$ cat src/rtl/uart_pkg.sv
// Shared types and constants for the UART transmit scheduler.
package uart_pkg;

  typedef enum logic [1:0] {
    HOLD,
    IDLE,
    FRAME,
    LOCK
  } sched_state_t;

  localparam int BAUD_DIV = 16;
  localparam int FRAME_BITS = 9;
  localparam int MIN_FRAME_CYCLES =
    BAUD_DIV * FRAME_BITS + 2;

endpackage

$ cat src/rtl/uart_tx_sched_rr_pick.sv
// Rotate-priority encoder: first set request at or above ptr,
// wrapping modulo N.
module rr_pick
  import uart_pkg::*;
#(
  parameter int N = 4
) (
  input  logic [N-1:0]         req,
  input  logic [$clog2(N)-1:0] ptr,
  output logic                 any,
  output logic [$clog2(N)-1:0] idx
);

  localparam int IW = $clog2(N);

  logic [IW:0] pos;

  // Walk from farthest to nearest so the closest hit is kept.
  always_comb begin
    any = |req;
    idx = '0;
    pos = '0;
    for (int k = N - 1; k >= 0; k--) begin
      pos = {1'b0, ptr} + (IW+1)'(k);
      if (pos >= (IW+1)'(N))
        pos = pos - (IW+1)'(N);
      if (req[pos[IW-1:0]])
        idx = pos[IW-1:0];
    end
  end

endmodule

$ cat src/rtl/uart_tx_sched.sv
// Round-robin scheduler sharing one UART transmitter between
// N byte-stream requesters, with packet lock and frame pacing.
module uart_tx_sched
  import uart_pkg::*;
#(
  parameter int N_REQ        = 4,
  parameter int FRAME_CYCLES = 160,
  parameter int LOCK_TIMEOUT = 1024
) (
  input  logic                       clk,
  input  logic                       rst,
  input  logic [N_REQ-1:0]           req_valid,
  input  logic [8*N_REQ-1:0]         req_data,
  input  logic [N_REQ-1:0]           req_last,
  output logic [N_REQ-1:0]           req_ready,
  output logic                       tx_send,
  output logic [7:0]                 tx_data,
  output logic                       busy,
  output logic [$clog2(N_REQ)-1:0]   grant_id,
  output logic                       lock_drop
);

  localparam int IW = $clog2(N_REQ);
  localparam int CMAX =
    (FRAME_CYCLES > LOCK_TIMEOUT) ?
    FRAME_CYCLES : LOCK_TIMEOUT;
  localparam int CW = $clog2(CMAX + 1);

  localparam logic [CW-1:0] FRAME_END =
    CW'(FRAME_CYCLES - 1);
  localparam logic [CW-1:0] LOCK_END =
    CW'(LOCK_TIMEOUT - 1);
  localparam logic [N_REQ-1:0] ONE = N_REQ'(1);

  if (FRAME_CYCLES < MIN_FRAME_CYCLES) begin : g_bad_frame
    $error("FRAME_CYCLES shorter than one UART frame");
  end
  if (N_REQ < 2 || N_REQ > 8) begin : g_bad_nreq
    $error("N_REQ must be in 2..8");
  end

  sched_state_t  state, state_d;
  logic [CW-1:0] cnt, cnt_d;
  logic          locked, locked_d;
  logic [IW-1:0] rr_ptr, rr_d;
  logic          send_d, drop_d;
  logic [7:0]    data_d;
  logic [IW-1:0] gid_d, next_ptr;

  logic [N_REQ-1:0] pick_req;
  logic             pick_any;
  logic [IW-1:0]    pick_idx;
  logic             accept;

  // While locked only the owner of the packet may compete.
  always_comb begin
    pick_req = req_valid;
    if (state == LOCK)
      pick_req = req_valid & (ONE << grant_id);
  end

  rr_pick #(.N(N_REQ)) u_pick (
    .req (pick_req),
    .ptr (rr_ptr),
    .any (pick_any),
    .idx (pick_idx)
  );

  assign accept = pick_any &&
    (state == IDLE || state == LOCK);
  assign req_ready = accept ? (ONE << pick_idx) : '0;
  assign busy = (state != IDLE);
  assign next_ptr = (grant_id == IW'(N_REQ - 1)) ?
    '0 : grant_id + 1'b1;

  always_comb begin
    state_d  = state;
    cnt_d    = cnt;
    locked_d = locked;
    rr_d     = rr_ptr;
    send_d   = 1'b0;
    data_d   = tx_data;
    gid_d    = grant_id;
    drop_d   = 1'b0;
    unique case (state)
      HOLD: begin
        if (cnt == FRAME_END) begin
          state_d = IDLE;
          cnt_d   = '0;
        end else begin
          cnt_d = cnt + 1'b1;
        end
      end
      IDLE, LOCK: begin
        if (accept) begin
          state_d  = FRAME;
          cnt_d    = '0;
          send_d   = 1'b1;
          data_d   = req_data[{pick_idx, 3'b000} +: 8];
          gid_d    = pick_idx;
          locked_d = !req_last[pick_idx];
        end else if (state == LOCK) begin
          if (LOCK_TIMEOUT != 0 && cnt == LOCK_END) begin
            state_d  = IDLE;
            cnt_d    = '0;
            locked_d = 1'b0;
            rr_d     = next_ptr;
            drop_d   = 1'b1;
          end else begin
            cnt_d = cnt + 1'b1;
          end
        end
      end
      FRAME: begin
        if (cnt == FRAME_END) begin
          cnt_d = '0;
          if (locked) begin
            state_d = LOCK;
          end else begin
            state_d = IDLE;
            rr_d    = next_ptr;
          end
        end else begin
          cnt_d = cnt + 1'b1;
        end
      end
      default: state_d = HOLD;
    endcase
  end

  always_ff @(posedge clk) begin
    if (rst) begin
      state     <= HOLD;
      cnt       <= '0;
      locked    <= 1'b0;
      rr_ptr    <= '0;
      tx_send   <= 1'b0;
      tx_data   <= '0;
      grant_id  <= '0;
      lock_drop <= 1'b0;
    end else begin
      state     <= state_d;
      cnt       <= cnt_d;
      locked    <= locked_d;
      rr_ptr    <= rr_d;
      tx_send   <= send_d;
      tx_data   <= data_d;
      grant_id  <= gid_d;
      lock_drop <= drop_d;
    end
  end

endmodule

$ cat config.mk
export PLATFORM = sky130hd
export DESIGN_NAME = uart_tx_sched
export DESIGN_NICKNAME = d
export VERILOG_FILES = /design/src/rtl/uart_pkg.sv /design/src/rtl/uart_tx_sched_rr_pick.sv /design/src/rtl/uart_tx_sched.sv
export SDC_FILE = /design/constraint.sdc
export NUM_CORES = 1
export LEC_CHECK = 0
export BUFFER_PORTS_ARGS = -buffer_cell sky130_fd_sc_hd__buf_4
export CORE_UTILIZATION = 54
export DETAILED_ROUTE_END_ITERATION = 8
export GPL_TIMING_DRIVEN = 0
export PLACE_DENSITY = 0.86
export SLEW_MARGIN = 20
export SYNTH_ARGS = -nofsm -noshare
export SYNTH_HDL_FRONTEND = slang
export SYNTH_SLANG_ARGS = --single-unit
export TNS_END_PERCENT = 30
$ cat constraint.sdc
create_clock -name clk -period 4.9 [get_ports clk]
set_clock_uncertainty 0.1 [all_clocks]
set_input_delay 0 -clock clk [delete_from_list [all_inputs] [get_ports clk]]
set_output_delay 0 -clock clk [all_outputs]
set_load 0.01 [all_outputs]
# --- After elaboration in Yosys (flattened, before gate mapping) ---
# Cells that the tools add are included.
op_classes:
  muxes: 44
  eq_ne: 15
  magnitude_cmp: 9
  shift: 3
  n_addsub: 9
  n_reduce_logical: 16
  n_bitwise: 3
op_table:
  columns: ["op", "n"]
  rows:
  - ["2-to-1 mux 11 bit", 4]
  - ["2-to-1 mux 2 bit", 20]
  - ["variable part select 32 x 6 -> 8 bit", 1]
  - ["one-hot mux 11 bit (2 select lines)", 1]
  - ["< comparator 2 x 3 -> 1 bit, second input constant", 5]
  - ["!= test 2 bit, second input constant", 6]
  - ["adder 11 x 1 -> 11 bit, second input constant", 1]
  - ["== test 11 x 10 -> 1 bit, second input constant", 1]
  - ["== test 11 x 8 -> 1 bit, second input constant", 1]
  - ["binary-select mux 1 bit (select 2 bit)", 5]
  - ["2-to-1 mux 1 bit", 10]
  - [">= comparator 3 bit, second input constant", 3]
  - ["2-to-1 mux 4 bit", 2]
  - ["OR reduction 4 bit", 2]
  - ["<< shifter 1 x 2 -> 4 bit, first input constant", 2]
  - ["subtractor 2 x 1 -> 2 bit, second input constant", 4]
  - ["adder 2 x 2 -> 3 bit, second input constant", 2]
  - ["== test 2 bit, second input constant", 3]
  - ["!= test 3 bit, second input constant", 2]
  - ["one-hot mux 2 bit (3 select lines)", 1]
  - ["AND reduction 6 bit", 1]
  - ["nonzero test 2 bit", 3]
  - ["OR reduction 2 bit", 3]
  - ["bitwise AND 4 bit", 1]
  - ["other kinds (14)", 15]
totals:
  ff_bits: 28
  inputBits: 42
  output_inout_bits: 17

# --- Longest topological paths before layout ---
# Gate-level depths: netlist of the first run.
logic_depth:
  ltp_word: 13
  depth_mapped: 9
  depth_no_buf: 8

# --- Hierarchy ---
# A second synthesis of the first run with hierarchy kept.
unflattened:
  hier_cells: 184
  hier_area_um2: 1649.1
modules_own_cells:
  columns: ["module", "area_per_inst_um2", "seq_area_each_um2", "cells_each", "n_inst"]
  rows:
  - ["uart_tx_sched", 1571.5, 560.5, 171, 1]
  - ["rr_pick", 77.6, 0.0, 13, 1]

# --- Worst setup path before layout of the first run ---
# Ideal clock, no wire load.
synth_timing:
  kind: "reg-to-reg"
  start: "register grant_id[1]"
  end: "register locked"
  path_stages_with_launch: 10
  n_path_buf: 1
  t_arrival_ns: 2.124
  setup_ns: 0.057
  setup_slack_ns: 2.618
  required_time_ns: 4.743
  path_cell_list: "dfxtp_1 inv_1 ha_1 nand3b_1 a2111oi_0 a211oi_1 clkbuf_1 and2_1 a311oi_1 a21o_1"
synth_between:
  elab_chain_cells: 13
  word_cells_on_any_way: 24
synth_lines:
  columns: ["element", "line_no", "rtl"]
  rows:
  - ["from (decl)", "uart_tx_sched.sv:19", "output logic [$clog2(N_REQ)-1:0] grant_id,"]
  - ["from (signal assigned)", "uart_tx_sched.sv:148", "grant_id <= gid_d;"]
  - ["<< shifter 1 x 2 -> 4 bit *", "uart_tx_sched.sv:59", "pick_req = req_valid & (ONE << grant_id);"]
  - ["bitwise AND 4 bit *", "uart_tx_sched.sv:59", null]
  - ["2-to-1 mux 4 bit *", "uart_tx_sched.sv:58", "if (state == LOCK)"]
  - ["binary-select mux 1 bit (select 2 bit)", "uart_tx_sched_rr_pick.sv:27", "if (req[pos[IW-1:0]])"]
  - ["2-to-1 mux 1 bit (not written as such)", "uart_tx_sched_rr_pick.sv:27", null]
  - ["2-to-1 mux 2 bit (4 in a row)", "uart_tx_sched_rr_pick.sv:27", null]
  - ["binary-select mux 1 bit (select 2 bit)", "uart_tx_sched.sv:101", "locked_d = !req_last[pick_idx];"]
  - ["2-to-1 mux 1 bit (not written as such)", "uart_tx_sched.sv:101", null]
  - ["logical NOT 1 bit", "uart_tx_sched.sv:101", null]
  - ["2-to-1 mux 1 bit", "uart_tx_sched.sv:95", "if (accept) begin"]
  - ["to (signal assigned)", "uart_tx_sched.sv:144", "locked <= locked_d;"]
  - ["to (decl)", "uart_tx_sched.sv:44", "logic locked, locked_d;"]
# Every way passes the cells marked *; elsewhere a longest branch is shown, timed or not. The select of a mux whose other input is x is not followed.
# A chain may end at the register's enable or synchronous reset.

# --- Worst setup path after layout of the first run ---
layout_timing:
  start: "register grant_id[0]"
  end: "register tx_data[5]"
layout_between:
  elab_chain_cells: 10
  word_cells_on_any_way: 19
layout_lines:
  columns: ["element", "line_no", "rtl"]
  rows:
  - ["<< shifter 1 x 2 -> 4 bit *", "uart_tx_sched.sv:59", null]
  - ["bitwise AND 4 bit *", "uart_tx_sched.sv:59", null]
  - ["2-to-1 mux 4 bit *", "uart_tx_sched.sv:58", null]
  - ["binary-select mux 1 bit (select 2 bit)", "uart_tx_sched_rr_pick.sv:27", null]
  - ["2-to-1 mux 1 bit (not written as such)", "uart_tx_sched_rr_pick.sv:27", null]
  - ["2-to-1 mux 2 bit (4 in a row)", "uart_tx_sched_rr_pick.sv:27", null]
  - ["variable part select 32 x 6 -> 8 bit", "uart_tx_sched.sv:99", "data_d = req_data[{pick_idx, 3'b000} +: 8];"]
  - ["to (signal assigned)", "uart_tx_sched.sv:147", "tx_data <= data_d;"]
  - ["to (decl)", "uart_tx_sched.sv:17", "output logic [7:0] tx_data,"]
# Marks and branches as above.

==> flow_summary_export.csv, run 1 <==
group,metric,value,unit
run_status,status,"finished clean",
yosys,yosys.cell_count.top_type,"dfxtp_1",
power,peakVddDrop,0.136,mV
sta,max_freq,0.301,GHz
critical_path,slowest_delay,0.58,ns
floorplan,die_w,58.6,um
cells_and_area,n_fill_cell,208,
clock_network,cts_buffer_depth,2,
floorplan,die-area,3430,um^2
cells_and_area,layout.nets,343,
place,hpwl,3540,um
critical_path,end_kind,"register",
critical_path,crit_family,"buffers and inverters",
clock_network,hold_buffers,18,
place,place_congestion,0.841,
yosys,synthTopCellsByArea,"dfxtp_1 32%, a211oi_1 8.2%, and3_1 7.2%",
run,cap_violations,0,
sta,setup_tns,0,ns
yosys,syn_nets,262,
yosys,synth_cells,215,
sta,min_period_over_period,0.679,
grt,grt_max_degree,17,
routing,vias_per_cell,5.91,
critical_path,worstSetupPathType,"register to register",
clock_network,root_buffer,"clkbuf_4",
sta,hold_viol_final,0,
clock_network,tritoncts,"done",
sta,period_needed,3.33,ns
cells_and_area,antenna_cells,0,
min_path,hp-class,"primary input to register",
sta,finalSetupViolations,0,
yosys,synth-edff-count,0,
yosys,ys_ff_latch,28,
routing,post_drt_wl_per_cell,15.2,um
grt,grt_use_total,0.313,
yosys,ys_types,44,
power,power.leakage,0.00111,uW
floorplan,io_pins,59,
cells_and_area,multi_input_area,1090,um^2
routing,drt_iter0_markers,144,
clock_network,numCtsBuffers,3,
critical_path,path_cells,"inv_1 > ha_1 > and3b_1 > a2111oi_0 > a211oi_1 > nand2_1 > buf_2 > a211oi_1 > o31ai_1 > dlygate4sd3_1",
clock_network,cts.reportedPaths.clkPinSlew,0.16,ns
sta,rsz0062_at_grt,"false",
floorplan,initial_core_util,0.567,
min_path,hold_end,"locked",
sta,tightestPinTransition,0.605,ns
clock_network,cts_setup_buffers,0,
cells_and_area,utilization,0.804,
place,port_buffers,58,
critical_path,r2r_end,"tx_data[5]",
cells_and_area,seq_area,561,um^2
min_path,hp-start,"req_last[1]",
sta,report.final.slew_viol_count,0,
critical_path,path_max_fanout,10,
sta,slew_headroom,0.596,
floorplan,coreArea,3050,um^2
critical_path,r2r_setup_slack,1.57,ns
power,powerDensity,189,nW/um^2
min_path,worstHoldPathCells,4,
yosys,synth_area_leader_cell,"dfxtp_1",
grt,grt_antenna_before_repair,0,
critical_path,reg2reg_depth,10,
routing,route.detailed.drc,0,
yosys,ys_async_sr_fraction,0,
critical_path,crit_arrival,3.46,ns
yosys,synth_top_cells_by_count,"28 x dfxtp_1, 20 x and3_1, 20 x nor2_1",
critical_path,cp-start-kind,"register",
critical_path,r2r_start,"grant_id[0]",
clock_network,cts_resized,0,
yosys,synthesis.area,1730,um^2
clock_network,htreeDepth,1,
cells_and_area,drive_above_1_share,0.234,
routing,num_vias,2005,
critical_path,cp_common_cell,"a211oi_1",
yosys,synth.top_cell.area_share,0.324,
grt,first_global_vias,1797,
clock_network,cts_sinks,28,
sta,hold_slack,0.0229,ns
grt,grt_pass1_wl,8290,um
grt,grt-ovfl-total,0,
yosys,ys_warn_count,0,
floorplan,std_cell_rows,20,
cells_and_area,area_growth,41.8,%
yosys,ys_dominant_reg_cell,"dfxtp_1",
floorplan,fp.dieH,58.6,um
critical_path,slowest_stage,"dlygate4sd3_1",
yosys,avgSynthCellArea,8.05,um^2
routing,drtPass1Iterations,4,
routing,routed_wirelength,5150,um
critical_path,worstPathRequired,5.04,ns
clock_network,clk_latency,0.33,ns
routing,ant_nets,0,
critical_path,critical_path_buf_inv_count,3,
yosys,synth-seq-area-share,0.324,
worst reg2reg max path: stages, from the launching register on:
cell	delay [ns]
dfxtp_1	0.44
inv_1	0.11
ha_1	0.22
and3b_1	0.26
a2111oi_0	0.08
a211oi_1	0.41
nand2_1	0.31
buf_2	0.29
a211oi_1	0.31
o31ai_1	0.12
dlygate4sd3_1	0.58
how the worst max path moves through the flow:
stage	from	end	slack (ns)	depth (start not counted)
final	grant_id[0]	tx_data[5]	1.57	10
after CTS	grant_id[0]	tx_data[1]	1.70	10
after detailed placement	grant_id[0]	tx_data[1]	2.28	9
after floorplan	grant_id[1]	locked	2.62	9
after global placement	grant_id[0]	tx_data[1]	2.30	9
after global routing	grant_id[0]	tx_data[6]	1.25	10
report_power, final:
part	switching [uW]	internal [uW]
clock	71.8	82.8
combinational	34.2	41.9
sequential	2.67	230
total	109	355
layout by cell type, fill, tap and decap left out, types with 3 or more instances in the layout:
cell type / instances
a211oi_1: 19
a21oi_1: 6
and2_1: 3
and3_1: 20
buf_4: 58
clkbuf_1: 9
clkbuf_4: 3
dfxtp_1: 28
dlygate4sd3_1: 18
ha_1: 5
inv_1: 8
nand2_1: 14
nand3_1: 13
nand4_1: 3
nor2_1: 20
nor3_1: 8
nor4_1: 3
o31ai_1: 8
or3b_1: 3
xnor2_1: 3
xor2_1: 5
layout make-up:
cell class,instances,share of cell area
Clock inverter,1,0.0122
Inverter,9,0.0138
Buffer,11,0.0178
Clock buffer,3,0.00918
Multi-Input combinational cell,167,0.445
Sequential cell,28,0.228
Timing Repair Buffer,76,0.251
Tap cell,44,0.0224
cells by family after synthesis:
logic type / after synthesis / share of synthesized area
AND/OR/NAND/NOR: 99 / 0.318
AO/OA/AOI/OAI: 53 / 0.225
flip-flops: 28 / 0.324
buffers and inverters: 20 / 0.0448
XOR/XNOR: 8 / 0.0405
adder cells (fa/ha/maj): 5 / 0.0362
multiplexers: 2 / 0.0116
per-stage QoR:
| step | worst slack [ns] | total power [uW] | instance area [um^2] | cells |
|---|---|---|---|---|
| after detailed placement | 2.28 | 305 | 2220 | 317 |
| after global placement | 2.30 | 304 | 2220 | 317 |
| final | 1.57 | 463 | 2450 | 339 |
| after floorplan | 2.62 | 269 | 1730 | 215 |
| after global routing | 1.25 | 478 | 2450 | 339 |
| after CTS | 1.70 | 459 | 2450 | 339 |
layer usage:
metal | vias up | GRT usage | wire length, um
met2 | 85 | 0.509 | 2500
li1 | 965 | - | -
met3 | 7 | 0.0374 | 279
met1 | 948 | 0.433 | 2300
met5 | - | 0 | 0
met4 | 0 | 0.102 | 63
registers in the layout, indices dropped and copies added (netlist names):
name and flops:
lock_drop 1, cnt 11, grant_id 2, locked 1
state 2, rr_ptr 2, tx_send 1, tx_data 8
Note: power is estimated with default switching activity, not from simulation.
==> run 2, diff against run 1 <==
- CORE_UTILIZATION: 54 -> 50
- PLACE_DENSITY: 0.86 -> 0.81
- clock period: 4.9 -> 3.1 ns (I/O delays scaled with it)
==> run 2 against run 1 <==
Sequential share of layout area is 0.39 points lower. Cell count rose by 1.2%. Via count is 1.0% lower. Worst setup slack worse by 1.4 ns. Clock power up 59%. Sequential cell count unchanged. Highest routed layer unchanged.
==> flow_summary_export.csv, run 2 (same netlist as run 1, synthesis figures left out) <==
group,metric,value,unit
clock_network,htreeDepth,1,
critical_path,worstSetupPathType,"register to primary output",
cells_and_area,area_growth,44.3,%
routing,drtPass1Iterations,5,
clock_network,tritoncts,"done",
sta,hold_viol_final,0,
sta,finalSetupViolations,0,
sta,max_freq,0.345,GHz
critical_path,r2r_setup_slack,0.31,ns
cells_and_area,drive_above_1_share,0.234,
grt,grt-ovfl-total,0,
critical_path,setup.worst_path.start,"grant_id[0]",
cells_and_area,antenna_cells,0,
routing,route.detailed.drc,0,
run_status,status,"finished clean",
routing,topRoutingLayerUsed,"met4",
critical_path,crit_arrival,2.80,ns
grt,first_global_vias,1718,
routing,post_drt_wl_per_cell,15.4,um
grt,grt_pass1_wl,8060,um
cells_and_area,layout_commonest_cell,"buf_4",
critical_path,end_kind,"primary output",
clock_network,clk_latency,0.35,ns
critical_path,path_cells,"inv_1 > ha_1 > and3b_1 > a2111oi_0 > a211oi_1 > clkbuf_1 > and2_1 > nor3_1 > buf_4",
routing,drt_iter0_markers,130,
sta,tightestPinTransition,0.613,ns
routing,wl_met1,2310,um
floorplan,initial_core_util,0.544,
clock_network,root_buffer,"clkbuf_4",
power,powerDensity,300,nW/um^2
sta,min_period_over_period,0.934,
power,power.leakage,0.00111,uW
floorplan,std_cell_rows,20,
grt,grt_max_degree,17,
sta,slew_headroom,0.591,
run,cap_violations,0,
cells_and_area,largest_reg_flops,11,
grt,grt_use_total,0.296,
clock_network,cts.reportedPaths.clkPinSlew,0.17,ns
routing,num_vias,1985,
place,place_congestion,0.830,
floorplan,fp.dieH,60.8,um
cells_and_area,utilization,0.785,
power,peakVddDrop,0.194,mV
place,hpwl,3630,um
routing,vias_per_cell,5.79,
floorplan,die-area,3700,um^2
grt,grt_antenna_before_repair,0,
cells_and_area,final_cell_mix,"58 x buf_4, 28 x dfxtp_1, 22 x dlygate4sd3_1",
routing,wl_met3,344,um
critical_path,slowest_stage,"a211oi_1",
routing,ant_nets,0,
floorplan,io_pins,59,
cells_and_area,top_register,"cnt",
cells_and_area,design_area,2500,um^2
place,port_buffers,58,
critical_path,slowest_delay,0.47,ns
clock_network,cts_buffer_depth,2,
critical_path,path_max_fanout,10,
critical_path,worstPathRequired,3.00,ns
floorplan,die_w,60.8,um
min_path,hp-class,"primary input to register",
floorplan,coreArea,3180,um^2
routing,routed_wirelength,5280,um
clock_network,cts_sinks,28,
place,place_area,2220,um^2
sta,period_needed,2.90,ns
clock_network,numCtsBuffers,3,
cells_and_area,reg_top3,"cnt x11, tx_data x8",
cells_and_area,layout.nets,347,
routing,wl_met2,2490,um
min_path,hp-start,"req_data[25]",
critical_path,r2r_start,"grant_id[1]",
critical_path,cp-start-kind,"register",
clock_network,cts_setup_buffers,0,
sta,report.final.slew_viol_count,0,
[run 2: cell types whose count changed in the layout (fill, tap and decap cells not counted)]
cell           before  now
dlygate4sd3_1      18   22
nand2_1            14   13
nand2_2             0    1
[run 2: per-layer routing]
layer | global-route usage | vias to the layer above
li1 | - | 971
met1 | 0.410 | 902
met2 | 0.463 | 98
met3 | 0.0512 | 14
met4 | 0.104 | 0
met5 | 0 | -
[run 2: stage by stage]
step	hold WS [ns]	TNS [ns]	total power, uW	setup slack, ns	cells
2_1_floorplan	0.0792	0	426	0.818	215
3_3_place_gp	0.225	0	480	0.468	317
3_5_place_dp	0.227	0	481	0.452	317
4_1_cts	0.00146	0	746	0.241	342
5_1_grt	0.0125	-0.0275	774	-0.0210	343
6_report	0.0108	0	748	0.205	343
[run 2: critical path, delay by kind of cell, from the launching register on]
| family | cells | cell delay, ns |
|---|---|---|
| fa+ha+maj | 1 | 0.23 |
| flops | 1 | 0.44 |
| simple gates | 3 | 0.60 |
| compound gates | 2 | 0.55 |
| buf+inv | 3 | 0.65 |
[run 2: layout make-up]
cell class	count	area, um^2
multi-input cells	167	1090
fillers	246	682
repair buffers	80	656
flip-flops and latches	28	561
well taps	44	55.1
plain buffers	11	43.8
inverters	9	33.8
clock inverters	1	30.0
clock buffers	3	22.5
[run 2: repair_timing]
action	in CTS	in global routing
endpoints found under the hold margin	17	1
hold buffers	21	1
resized for setup	0	1
setup endpoints to repair	0	1
[run 2: worst paths after layout]
check	to	cells past startpoint
worst max-delay path	req_ready[2]	9
worst min-delay path	tx_data[1]	4
worst max register to register	locked	9
worst min register to register	tx_data[4]	2
[run 2: power breakdown]
part | total [uW] | switching [uW] | internal (uW)
combinational | 132 | 56.2 | 76.3
sequential | 368 | 4.50 | 364
clock | 247 | 116 | 131
==> run 3, diff against run 2 <==
- HOLD_SLACK_MARGIN: not set -> 0.08
==> run 3 against run 2 <==
Maximum frequency is 5.5% lower. Via count up 10%. Sequential share of layout area decreased by 1.5 points. Clock power is 2% higher. First-iteration DRC count grew 30%. Combinational power grew 23%. Clock-buffer cell count unchanged. Critical path type is now register to register. Critical endpoint is now tx_data[0]. Largest cell class unchanged.
==> flow_summary_export.csv, run 3 (same netlist as run 1, synthesis figures left out) <==
group,metric,value,unit
cells_and_area,top_register,"cnt",
sta,report.final.slew_viol_count,0,
critical_path,slowest_stage,"dlygate4sd3_1",
sta,period_needed,3.06,ns
cells_and_area,utilization,0.842,
clock_network,root_buffer,"clkbuf_4",
routing,routed_wirelength,6400,um
critical_path,path_max_fanout,10,
critical_path,cp-endpoint,"tx_data[0]",
routing,num_vias,2188,
cells_and_area,n_fill_cell,197,
routing,route.detailed.drc,0,
routing,vias_per_cell,6.13,
run_status,status,"finished clean",
cells_and_area,seq_area,562,um^2
floorplan,io_pins,59,
critical_path,worstPathRequired,3.25,ns
cells_and_area,largest_reg_flops,11,
critical_path,r2r_end,"tx_data[0]",
cells_and_area,layout.nets,361,
grt,grt-ovfl-total,0,
routing,ant_nets,0,
grt,grt_antenna_before_repair,0,
min_path,hp-start,"req_last[2]",
cells_and_area,layout_commonest_cell,"buf_4",
sta,slew_headroom,0.604,
clock_network,cts_buffer_depth,2,
cells_and_area,antenna_cells,0,
min_path,hp-class,"primary input to register",
clock_network,cts_sinks,28,
grt,first_global_vias,2035,
critical_path,slowest_delay,0.62,ns
cells_and_area,drive_above_1_share,0.256,
clock_network,numCtsBuffers,3,
sta,setup_tns,0,ns
clock_network,clk_latency,0.36,ns
routing,drtPass1Iterations,5,
cells_and_area,area_growth,54.7,%
floorplan,std_cell_rows,20,
sta,hold_viol_final,0,
critical_path,cp-start-kind,"register",
cells_and_area,fin_cells,357,
critical_path,path_cells,"inv_1 > ha_1 > nand3b_1 > a2111oi_4 > a211oi_2 > clkbuf_4 > and3_1 > a211oi_2 > dlygate4sd3_1 > o31ai_1",
floorplan,die-area,3700,um^2
grt,grt_pass1_wl,9600,um
sta,tightestPinTransition,0.594,ns
critical_path,cp_common_cell,"a211oi_2",
cells_and_area,multi_input_area,1120,um^2
critical_path,crit_arrival,3.22,ns
critical_path,end_kind,"register",
critical_path,r2r_setup_slack,0.04,ns
grt,grt_use_total,0.360,
sta,finalSetupViolations,0,
grt,grt_max_degree,17,
critical_path,worstSetupPathType,"register to register",
place,hpwl,3630,um
cells_and_area,reg_top3,"cnt x11, tx_data x8",
place,place_congestion,0.830,
clock_network,tritoncts,"done",
cells_and_area,final_cell_mix,"58 x buf_4, 36 x dlygate4sd3_1, 27 x dfxtp_1",
sta,min_period_over_period,0.989,
power,peakVddDrop,0.250,mV
floorplan,fp.dieH,60.8,um
place,place_inst,317,
floorplan,die_w,60.8,um
floorplan,coreArea,3180,um^2
sta,max_freq,0.326,GHz
routing,post_drt_wl_per_cell,17.9,um
place,port_buffers,58,
critical_path,reg2reg_depth,10,
floorplan,initial_core_util,0.544,
power,power.leakage,0.00119,uW
clock_network,htreeDepth,1,
critical_path,r2r_start,"grant_id[1]",
power,powerDensity,292,nW/um^2
routing,drt_iter0_markers,169,
clock_network,cts.reportedPaths.clkPinSlew,0.17,ns
run,cap_violations,0,
critical_path,setup.worst_path.start,"grant_id[1]",
-- run 3: how the worst min path moves through the flow --
stage / end / cells after the start
4_1_cts: locked / 5
3_5_place_dp: cnt[8] / 4
5_1_grt: locked / 5
6_report: locked / 5
3_3_place_gp: tx_data[3] / 3
2_1_floorplan: cnt[8] / 3
-- run 3: worst max-delay path: cells and delay by family (launching register included) --
family / cells / cell delay [ns]
AND/OR/NAND/NOR: 2 / 0.49
buffers and inverters: 3 / 0.89
flip-flops: 1 / 0.42
AO/OA/AOI/OAI: 4 / 0.87
adder cells (fa/ha/maj): 1 / 0.19
-- run 3: metal layers --
layer	part of all wire	routed length, um	GRT usage	vias to the layer above
met2	0.48	3070	0.595	136
met5	0	0	0	-
li1	-	-	-	1001
met1	0.39	2500	0.443	1011
met3	0.081	518	0.0661	40
met4	0.048	306	0.198	0
-- run 3: where the power goes --
part	total [uW]	internal [uW]	switching (uW)
combinational	162	93.5	68.3
clock	251	131	120
sequential	368	364	4.36
total	781	588	193
-- run 3: cell type report --
type                            instances  share of cell area
Timing Repair Buffer                   94               0.297
Clock buffer                            3             0.00842
Tap cell                               44              0.0206
Clock inverter                          1              0.0112
Multi-Input combinational cell        167               0.420
Buffer                                 11              0.0201
Sequential cell                        28               0.210
Inverter                                9              0.0126
-- run 3: what timing repair did --
action	in CTS	in global routing
buffers inserted	0	0
hold buffers	36	0
hold endpoints to repair	21	0
resized for setup	0	23
endpoints found under the setup margin	0	5
-- run 3: stage by stage --
stage / area [um^2] / power [uW] / setup WS (ns) / hold slack, ns
2_1_floorplan: 1730 / 426 / 0.818 / 0.0792
3_3_place_gp: 2220 / 480 / 0.468 / 0.225
3_5_place_dp: 2220 / 481 / 0.452 / 0.227
4_1_cts: 2630 / 763 / 0.0414 / 0.141
5_1_grt: 2680 / 803 / -0.0134 / 0.219
6_report: 2680 / 781 / 0.0356 / 0.197
